**src/rtl/ccd_dvp_rx.sv**
```systemverilog
`default_nettype none
// ============================================================================
//  Module   : ccd_dvp_rx
//  Brief    : AFE sync-interface receiver with crop window and AXI-stream out.
//  Revision : 1.0 - initial release
// ============================================================================
module ccd_dvp_rx #(
    parameter int DW         = 14,
    parameter int CNTW       = 15,
    parameter int FIFO_DEPTH = 16
) (
    input  logic            clk,
    input  logic            rst,
    input  logic            en,
    input  logic            pix_en,
    input  logic            dvp_hsync,
    input  logic            dvp_vsync,
    input  logic [DW-1:0]   dvp_data,
    input  logic [CNTW-1:0] h_start,
    input  logic [CNTW-1:0] h_active,
    input  logic [CNTW-1:0] v_start,
    input  logic [CNTW-1:0] v_active,
    output logic [DW-1:0]   m_axis_tdata,
    output logic            m_axis_tvalid,
    input  logic            m_axis_tready,
    output logic            m_axis_tuser,
    output logic            m_axis_tlast,
    input  logic            err_clr,
    output logic            err_overflow,
    output logic            err_short_line,
    output logic [15:0]     frame_cnt,
    output logic            busy
);
    localparam int AW = $clog2(FIFO_DEPTH);
    localparam int EW = DW + 2;
    localparam logic [AW:0] c_fifo_full = (AW+1)'(FIFO_DEPTH);

    typedef enum logic [1:0] {
        ST_IDLE      = 2'd0,
        ST_WAIT_LINE = 2'd1,
        ST_SKIP      = 2'd2,
        ST_ACTIVE    = 2'd3
    } state_t;

    state_t            r_state, w_state_nxt;
    logic              r_s_hsync, r_s_vsync, r_p_hsync, r_p_vsync, r_s_pix_en;
    logic [DW-1:0]     r_s_data;
    logic [CNTW-1:0]   r_h_start, r_h_active, r_v_start, r_v_active;
    logic [CNTW-1:0]   r_line_cnt, r_pix_cnt, r_cap_cnt;
    logic              r_sof_pending;
    logic              r_wr_en;
    logic [EW-1:0]     r_wr_data;
    logic              r_err_overflow, r_err_short_line;
    logic [15:0]       r_frame_cnt;

    logic              w_vs_fall, w_hs_fall, w_hs_rise;
    logic [CNTW-1:0]   w_line_idx;
    logic [CNTW:0]     w_v_end;
    logic              w_last, w_skip_done;
    logic              w_restart, w_push, w_set_short, w_frame_done;

    always_ff @(posedge clk or posedge rst) begin
        if (rst) begin
            r_s_hsync  <= 1'b1;
            r_s_vsync  <= 1'b1;
            r_p_hsync  <= 1'b1;
            r_p_vsync  <= 1'b1;
            r_s_pix_en <= 1'b0;
            r_s_data   <= '0;
        end else begin
            r_s_hsync  <= dvp_hsync;
            r_s_vsync  <= dvp_vsync;
            r_p_hsync  <= r_s_hsync;
            r_p_vsync  <= r_s_vsync;
            r_s_pix_en <= pix_en;
            r_s_data   <= dvp_data;
        end
    end

    assign w_vs_fall   = r_p_vsync & ~r_s_vsync;
    assign w_hs_fall   = r_p_hsync & ~r_s_hsync;
    assign w_hs_rise   = ~r_p_hsync & r_s_hsync;
    // line_cnt counts hsync falls, so the line now starting is line_cnt-1
    assign w_line_idx  = r_line_cnt - CNTW'(1);
    assign w_v_end     = {1'b0, r_v_start} + {1'b0, r_v_active};
    assign w_last      = (r_cap_cnt == r_h_active - CNTW'(1));
    assign w_skip_done = (r_pix_cnt == r_h_start - CNTW'(1));

    always_ff @(posedge clk or posedge rst) begin
        if (rst) r_state <= ST_IDLE;
        else     r_state <= w_state_nxt;
    end

    always_comb begin
        w_state_nxt  = r_state;
        w_restart    = 1'b0;
        w_push       = 1'b0;
        w_set_short  = 1'b0;
        w_frame_done = 1'b0;
        if (!en) begin
            w_state_nxt = ST_IDLE;
        end else begin
            case (r_state)
                ST_IDLE: begin
                    if (w_vs_fall) begin
                        w_restart   = 1'b1;
                        w_state_nxt = ST_WAIT_LINE;
                    end
                end
                ST_WAIT_LINE: begin
                    if (w_vs_fall) begin
                        w_restart = 1'b1;
                    end else if (w_hs_rise && (r_line_cnt != '0)) begin
                        if ({1'b0, w_line_idx} >= w_v_end) begin
                            w_frame_done = 1'b1;
                            w_state_nxt  = ST_IDLE;
                        end else if (w_line_idx >= r_v_start) begin
                            w_state_nxt = (r_h_start == '0) ? ST_ACTIVE : ST_SKIP;
                        end
                    end
                end
                ST_SKIP, ST_ACTIVE: begin
                    if (w_vs_fall) begin
                        w_set_short = 1'b1;
                        w_restart   = 1'b1;
                        w_state_nxt = ST_WAIT_LINE;
                    end else if (w_hs_fall) begin
                        w_set_short = 1'b1;
                        w_state_nxt = ST_WAIT_LINE;
                    end else if (r_s_pix_en) begin
                        if (r_state == ST_SKIP) begin
                            if (w_skip_done) w_state_nxt = ST_ACTIVE;
                        end else begin
                            w_push = 1'b1;
                            if (w_last) w_state_nxt = ST_WAIT_LINE;
                        end
                    end
                end
                default: w_state_nxt = ST_IDLE;
            endcase
        end
    end

    always_ff @(posedge clk or posedge rst) begin
        if (rst) begin
            r_h_start        <= '0;
            r_h_active       <= '0;
            r_v_start        <= '0;
            r_v_active       <= '0;
            r_sof_pending    <= 1'b0;
            r_line_cnt       <= '0;
            r_pix_cnt        <= '0;
            r_cap_cnt        <= '0;
            r_frame_cnt      <= '0;
            r_wr_en          <= 1'b0;
            r_wr_data        <= '0;
            r_err_short_line <= 1'b0;
        end else begin
            if (w_restart) begin
                r_h_start     <= h_start;
                r_h_active    <= h_active;
                r_v_start     <= v_start;
                r_v_active    <= v_active;
                r_sof_pending <= 1'b1;
            end else if (w_push) begin
                r_sof_pending <= 1'b0;
            end
            if (w_vs_fall)      r_line_cnt <= '0;
            else if (w_hs_fall) r_line_cnt <= r_line_cnt + CNTW'(1);
            if (w_hs_rise) begin
                r_pix_cnt <= '0;
                r_cap_cnt <= '0;
            end else begin
                if (r_s_pix_en && (r_state == ST_SKIP || r_state == ST_ACTIVE))
                    r_pix_cnt <= r_pix_cnt + CNTW'(1);
                if (w_push)
                    r_cap_cnt <= r_cap_cnt + CNTW'(1);
            end
            if (w_frame_done) r_frame_cnt <= r_frame_cnt + 16'd1;
            // one register stage between capture and FIFO write
            r_wr_en <= w_push;
            if (w_push) r_wr_data <= {r_sof_pending, w_last, r_s_data};
            if (err_clr)          r_err_short_line <= 1'b0;
            else if (w_set_short) r_err_short_line <= 1'b1;
        end
    end

    logic [EW-1:0] r_mem [FIFO_DEPTH];
    logic [AW-1:0] r_wr_ptr, r_rd_ptr;
    logic [AW:0]   r_count, w_count_nxt;
    logic          r_tvalid, w_fifo_wr, w_fifo_rd;
    logic [EW-1:0] w_head;

    // a write into a full FIFO drops even if a pop happens the same cycle
    assign w_fifo_wr   = r_wr_en & (r_count != c_fifo_full);
    assign w_fifo_rd   = r_tvalid & m_axis_tready;
    assign w_count_nxt = r_count + (AW+1)'(w_fifo_wr) - (AW+1)'(w_fifo_rd);

    always_ff @(posedge clk) begin
        if (w_fifo_wr) r_mem[r_wr_ptr] <= r_wr_data;
    end

    always_ff @(posedge clk or posedge rst) begin
        if (rst) begin
            r_wr_ptr       <= '0;
            r_rd_ptr       <= '0;
            r_count        <= '0;
            r_tvalid       <= 1'b0;
            r_err_overflow <= 1'b0;
        end else begin
            if (w_fifo_wr) r_wr_ptr <= r_wr_ptr + AW'(1);
            if (w_fifo_rd) r_rd_ptr <= r_rd_ptr + AW'(1);
            r_count  <= w_count_nxt;
            r_tvalid <= (w_count_nxt != '0);
            if (err_clr)                               r_err_overflow <= 1'b0;
            else if (r_wr_en && r_count == c_fifo_full) r_err_overflow <= 1'b1;
        end
    end

    assign w_head         = r_mem[r_rd_ptr];
    assign m_axis_tvalid  = r_tvalid;
    assign m_axis_tdata   = r_tvalid ? w_head[DW-1:0] : '0;
    assign m_axis_tlast   = r_tvalid & w_head[DW];
    assign m_axis_tuser   = r_tvalid & w_head[DW+1];
    assign err_overflow   = r_err_overflow;
    assign err_short_line = r_err_short_line;
    assign frame_cnt      = r_frame_cnt;
    assign busy           = (r_state != ST_IDLE);

endmodule
`default_nettype wire
```
**config.mk**
```make
export PLATFORM = sky130hd
export DESIGN_NAME = ccd_dvp_rx
export DESIGN_NICKNAME = d
export VERILOG_FILES = /design/src/rtl/ccd_dvp_rx.sv
export SDC_FILE = /design/constraint.sdc
export NUM_CORES = 1
export LEC_CHECK = 0
export CAP_MARGIN = 10
export CORE_ASPECT_RATIO = 1.2
export CORE_MARGIN = 2
export CORE_UTILIZATION = 35
export DETAILED_ROUTE_END_ITERATION = 8
export DONT_BUFFER_PORTS = 1
export GPL_ROUTABILITY_DRIVEN = 0
export PLACE_DENSITY_LB_ADDON = 0.3
export SLEW_MARGIN = 40
export SYNTH_ARGS = -nofsm -noshare
export SYNTH_HDL_FRONTEND = slang
export SYNTH_SLANG_ARGS = --single-unit
export TNS_END_PERCENT = 1
```
**constraint.sdc**
```tcl
create_clock -name clk -period 9.6 [get_ports clk]
set_clock_uncertainty 0.15 [all_clocks]
set_input_delay 0 -clock clk [delete_from_list [all_inputs] [get_ports clk]]
set_output_delay 0 -clock clk [all_outputs]
set_load 0.01 [all_outputs]
```
Word level (Yosys, flattened, before mapping)
Memory sizes are Yosys's and may differ from the RTL's.
Index checks and enable logic that the tools add are counted.
{"block": "totals", "register_bits": 176, "ramBits": 256, "inputBits": 82, "out_inout_bits": 36, "n_memories": 1}
{"name": "r_mem", "words": 16, "width": 16, "rd": 1, "rd_ports_with_merged_regs": 0, "write_ports": 1, "line": "188", "text": "logic [EW-1:0] r_mem [FIFO_DEPTH];"}
{"block": "classes", "n_addsub": 12, "order_cmp": 2, "eq_ne": 14, "muxes": 47, "bitwise": 10, "reduce_logical": 18}
{"cell": "$mux W15", "count": 6}
{"cell": "$add A15 B1 Y15 const B", "count": 3}
{"cell": "$sub A15 B1 Y15 const B", "count": 3}
{"cell": "$eq A15 B15 Y1", "count": 2}
{"cell": "$mux W1", "count": 27}
{"cell": "$mux W2", "count": 12}
{"cell": "$add A15 B15 Y16", "count": 1}
{"cell": "$add A16 B1 Y16 const B", "count": 1}
{"cell": "$ge A15 B16 Y1", "count": 1}
{"cell": "$ge A15 B15 Y1", "count": 1}
{"cell": "$logic_not A15 Y1", "count": 1}
{"cell": "$reduce_bool A15 Y1", "count": 1}
{"cell": "$mux W14", "count": 1}
{"cell": "$reduce_bool A2 Y1", "count": 7}
{"cell": "$ne A6 B6 Y1 const B", "count": 2}
{"cell": "$ne A5 B5 Y1 const B", "count": 2}
{"cell": "$ne A3 B3 Y1 const B", "count": 3}
{"cell": "$add A4 B1 Y4 const B", "count": 2}
{"cell": "$and A1 B1 Y1", "count": 7}
{"cell": "$reduce_and A7 Y1", "count": 1}
{"cell": "$pmux W2 S3", "count": 1}
{"cell": "$add A5 B1 Y5", "count": 1}
{"cell": "$eq A5 B5 Y1 const B", "count": 1}
{"cell": "$reduce_bool A5 Y1", "count": 1}
{"cell": "10 further kinds", "count": 15}

Logic depth before layout (Yosys ltp)
{"block": "logic_depth", "word_depth": 9, "mapped_depth": 19}

Worst setup path before layout
No wires, ideal clock.
{"block": "synth_path", "kind": "reg-to-reg", "start": "register r_v_start[0]", "end": "register r_state[0]", "setup_time_ns": 0.122, "arrival_time_ns": 4.107, "setup_slack_ns": 5.222, "stages_incl_launch_ff": 18, "path_buffers": 0, "synth_period_minus_slack_ns": 4.378, "path_cell_list": "dfrtp_1 -> ha_1 -> fa_1 -> a21o_1 -> a21o_1 -> a2111oi_0 -> o21ai_0 -> a21o_1 -> a21oi_1 -> xor2_1 -> ha_1 -> a21o_1 -> a21oi_1 -> nor2b_1 -> o31a_1 -> a211o_1 -> and3_1 -> a32o_1"}
{"block": "synth_via", "elab_chain_cells": 7, "elab_cells_between_ends": 10, "classes_between": "add/sub: 1; order compare: 2; eq/ne: 1; mux: 5; reduce/logical: 1"}
{"item": "start, declared", "line": "48", "text": "logic [CNTW-1:0] r_h_start, r_h_active, r_v_start, r_v_active;"}
{"item": "start signal, assigned", "line": "162", "text": "r_v_start <= v_start;"}
{"item": "$add A15 B15 Y16", "line": "85", "text": "assign w_v_end = {1'b0, r_v_start} + {1'b0, r_v_active};"}
{"item": "$ge A15 B16 Y1", "line": "114", "text": "if ({1'b0, w_line_idx} >= w_v_end) begin"}
{"item": "$mux W2", "line": "114"}
{"item": "$mux W2", "line": "113", "text": "end else if (w_hs_rise && (r_line_cnt != '0)) begin"}
{"item": "$mux W2", "line": "111", "text": "if (w_vs_fall) begin"}
{"item": "$pmux W2 S3", "line": "103", "text": "case (r_state)"}
{"item": "$mux W2", "line": "100", "text": "if (!en) begin"}
{"item": "end signal, assigned", "line": "91", "text": "else r_state <= w_state_nxt;"}
{"item": "end, declared", "line": "45", "text": "state_t r_state, w_state_nxt;"}
Several ways; a longest one is shown, not always the timed one. The select of a mux whose other input is x is not followed.
A chain may end at the register's enable or synchronous reset.

Worst setup path after layout
Ends and elaborated chain as after synthesis.

==> flow_metrics.py <==
metrics = {
    "status": {
        "status": "finished clean",
    },
    "cells_and_area": {
        "final_layout_size_suffix_gt1_frac": 0.184,
        "n_fill_cell": 4967,
        "final_common_cell": "edfxtp_1",
        "syn2layout_area_growth_pct": 21.1,
        "final_cell_area_um2": 23800,
        "layout_common_cells": "edfxtp_1 (256), dfrtp_1 (169), dlygate4sd3_1 (161)",
        "fin_nets": 1655,
    },
    "global_route": {
        "antenna_found_initial": 3,
        "grt_max_degree": 108,
        "globalRoute.totalOverflow": 0,
        "grt_pass1_vias": 12400,
        "grt_pass1_wl_mm": 69.0,
        "grtUsageTotal": 0.154,
    },
    "sta": {
        "slew_headroom": 0.484,
        "rsz0062_at_grt": "no",
        "maxSlewViolCount": 0,
        "finalHoldViolations": 0,
        "period_minus_slack_ns": 4.93,
        "setup_violations": 0,
        "min_period_over_period": 0.513,
        "worstMarginPinSlew_ns": 0.767,
        "holdWs_ns": 0.148,
        "tns_ns": 0,
        "timing.fmax_mhz": 203,
        "setup_ws_ns": 4.67,
    },
    "floorplan": {
        "core-area_um2": 55700,
        "die-area_um2": 58100,
        "die_h_um": 264,
        "io_pins": 118,
        "initial_core_util": 0.353,
        "die_w_um": 220,
        "fp-row-count": 95,
    },
    "clock_network": {
        "cts_buffer_depth": 3,
        "postCtsSetupBuffers": 0,
        "clockRootBuffer": "clkbuf_16",
        "clk_transition_reported_paths_ns": 0.06,
        "htreeDepth": 2,
        "cts_tree": "done",
        "cts_sinks": 432,
        "numCtsBuffers": 47,
        "clock_latency_ns": 0.60,
    },
    "drt": {
        "drt_iter0_markers": 566,
        "antenna_left": 0,
        "vias": 11500,
        "wirelength_mm": 43.3,
        "first_pass_iters": 5,
        "post_drt_wl_per_cell_um": 19.0,
        "drc": 0,
        "viasPerCell": 5.05,
    },
    "logic_synthesis": {
        "synth_area_leader_cell": "edfxtp_1",
        "yosys_register_bits": 432,
        "synthCells": 1335,
        "syn_area_um2": 19700,
        "ys_warn_count": 0,
        "synth_ff_type": "edfxtp_1",
        "yosysSeqAreaShare": 0.616,
        "synth_top_area_frac": 0.391,
        "ys_types": 62,
        "synthTopCellsByArea": "edfxtp_1 (39%), dfrtp_1 (22%), mux4_2 (9.2%)",
        "synth_edf_count": 256,
        "syn_nets": 1483,
        "async_flop_share": 0.407,
        "synth.avg_cell_area_um2": 14.7,
    },
    "critical_path": {
        "end_kind": "flop",
        "critical_path_class": "reg2reg",
        "crit_fanout": 5,
        "worstPathRequired_ns": 9.93,
        "arrival_ns": 5.26,
        "start_kind": "flop",
    },
    "placed_design": {
        "post-place-ws_ns": 4.58,
        "port_buffers": 0,
        "placed_cell_area_um2": 20600,
        "place.detailed.hpwl_mm": 26.9,
    },
    "min_path": {
        "hp-class": "in2reg",
    },
    "power_and_ir_drop": {
        "vdd_drop_max_uv": 159,
        "p_per_area_nw_per_um2": 225,
        "power_leakage_nw": 9.52,
    },
    "flow_run": {
        "maxCapViolCount": 0,
    },
}
final cells by class:
cell class	count	area (µm²)	share of cell area
diodes	3	7.51	0.000316
clock buffers	58	1250	0.0524
clock inverters	29	318	0.0134
inverters	56	218	0.00915
multi-input cells	791	7180	0.302
flip-flops and latches	432	12100	0.509
well taps	727	910	0.0382
repair buffers	179	1810	0.0761
cells by family (layout without fill, tap and decap cells):
group / count (synthesis) / after routing / synth area share
AO/OA/AOI/OAI: 118 / 118 / 0.0383
AND/OR/NAND/NOR: 324 / 324 / 0.0887
other: 0 / 3 / 0
buffers and inverters: 112 / 322 / 0.0222
XOR/XNOR: 118 / 118 / 0.0526
multiplexers: 165 / 165 / 0.140
flip-flops: 432 / 432 / 0.616
adder cells (fa/ha/maj): 66 / 66 / 0.0428
metal layers:
metal	global-route usage	routed length, µm
met2	0.272	22200
met3	0.0306	1870
met1	0.189	18200
met5	0	0
met4	0.0455	1070
what timing repair did:
item,CTS,global route
hold endpoints to repair,219,0
resized for setup,0,0
hold buffers,162,0
state kept, by name, summed over array words and instances, names as in the netlist, 2 cells and up:
| register | count |
|---|---|
| r_mem | 256 |
| frame_cnt | 16 |
| r_wr_data | 16 |
| r_cap_cnt | 15 |
| r_h_active | 15 |
| r_h_start | 15 |
| r_line_cnt | 15 |
| r_pix_cnt | 15 |
| r_v_active | 15 |
| r_v_start | 15 |
| r_s_data | 14 |
| r_count | 5 |
| r_rd_ptr | 4 |
| r_wr_ptr | 4 |
| r_state | 2 |
report_power, final:
part / total (W) / internal (W) / leakage [nW] / switching, W
clock network: 0.00182 / 0.00105 / 0.746 / 0.000772
registers: 0.00226 / 0.00206 / 5.02 / 0.000200
logic: 0.00127 / 0.000681 / 3.75 / 0.000588
critical path: stages, from the launching register on:
cell	delay, ns
dfrtp_1	0.40
ha_1	0.26
fa_1	0.41
a21o_1	0.18
a21o_1	0.20
a2111oi_1	0.61
o21ai_0	0.32
a21o_1	0.24
a21oi_1	0.17
xor2_1	0.17
ha_1	0.27
a21o_1	0.16
a21oi_1	0.14
nor2b_1	0.07
o31a_1	0.33
a211o_1	0.35
and3_1	0.18
a32o_1	0.21
metrics by stage:
step | power (W) | cells | utilization
after floorplan | 0.00318 | 1335 | -
after global placement | 0.00345 | 2021 | 0.368
after detailed placement | 0.00348 | 2023 | 0.369
after CTS | 0.00543 | 2272 | 0.427
after global routing | 0.00565 | 2275 | 0.427
final | 0.00535 | 2275 | 0.427
Yosys cell counts (all sizes together), types with 2 or more instances:
cell,count
edfxtp,256
dfrtp,172
nor2,86
mux4,80
mux2,78
xor2,65
ha,64
inv,56
nand2,54
xnor2,53
clkbuf,38
a21oi,35
and2,32
nand4,29
o21ai,29
nand3,26
buf,18
nor3,16
nor4,13
nand2b,11
a21o,10
nor2b,10
or3,10
o211ai,8
and4,7
mux2i,7
a31oi,6
and3,6
nand3b,5
or4,5
a211oi,4
dfstp,4
nand4b,4
nor3b,4
a2111oi,3
a211o,3
o2111ai,3
o311a,3
o31a,3
o31ai,3
fa,2
nor4b,2
or3b,2
final timing paths:
check	start	to	slack, ns	cells after the start
max in group asynchronous	rst	r_s_data[1]	8.25	4
hold / removal	en	r_state[1]	0.15	3
setup / recovery	r_v_start[0]	r_state[0]	4.67	17
setup reg to reg	r_v_start[0]	r_state[0]	4.67	17
hold reg to reg	r_s_vsync	r_p_vsync	0.23	0
min in group asynchronous	rst	r_wr_data[15]	0.27	3
Power figures use the tool's default switching activity.
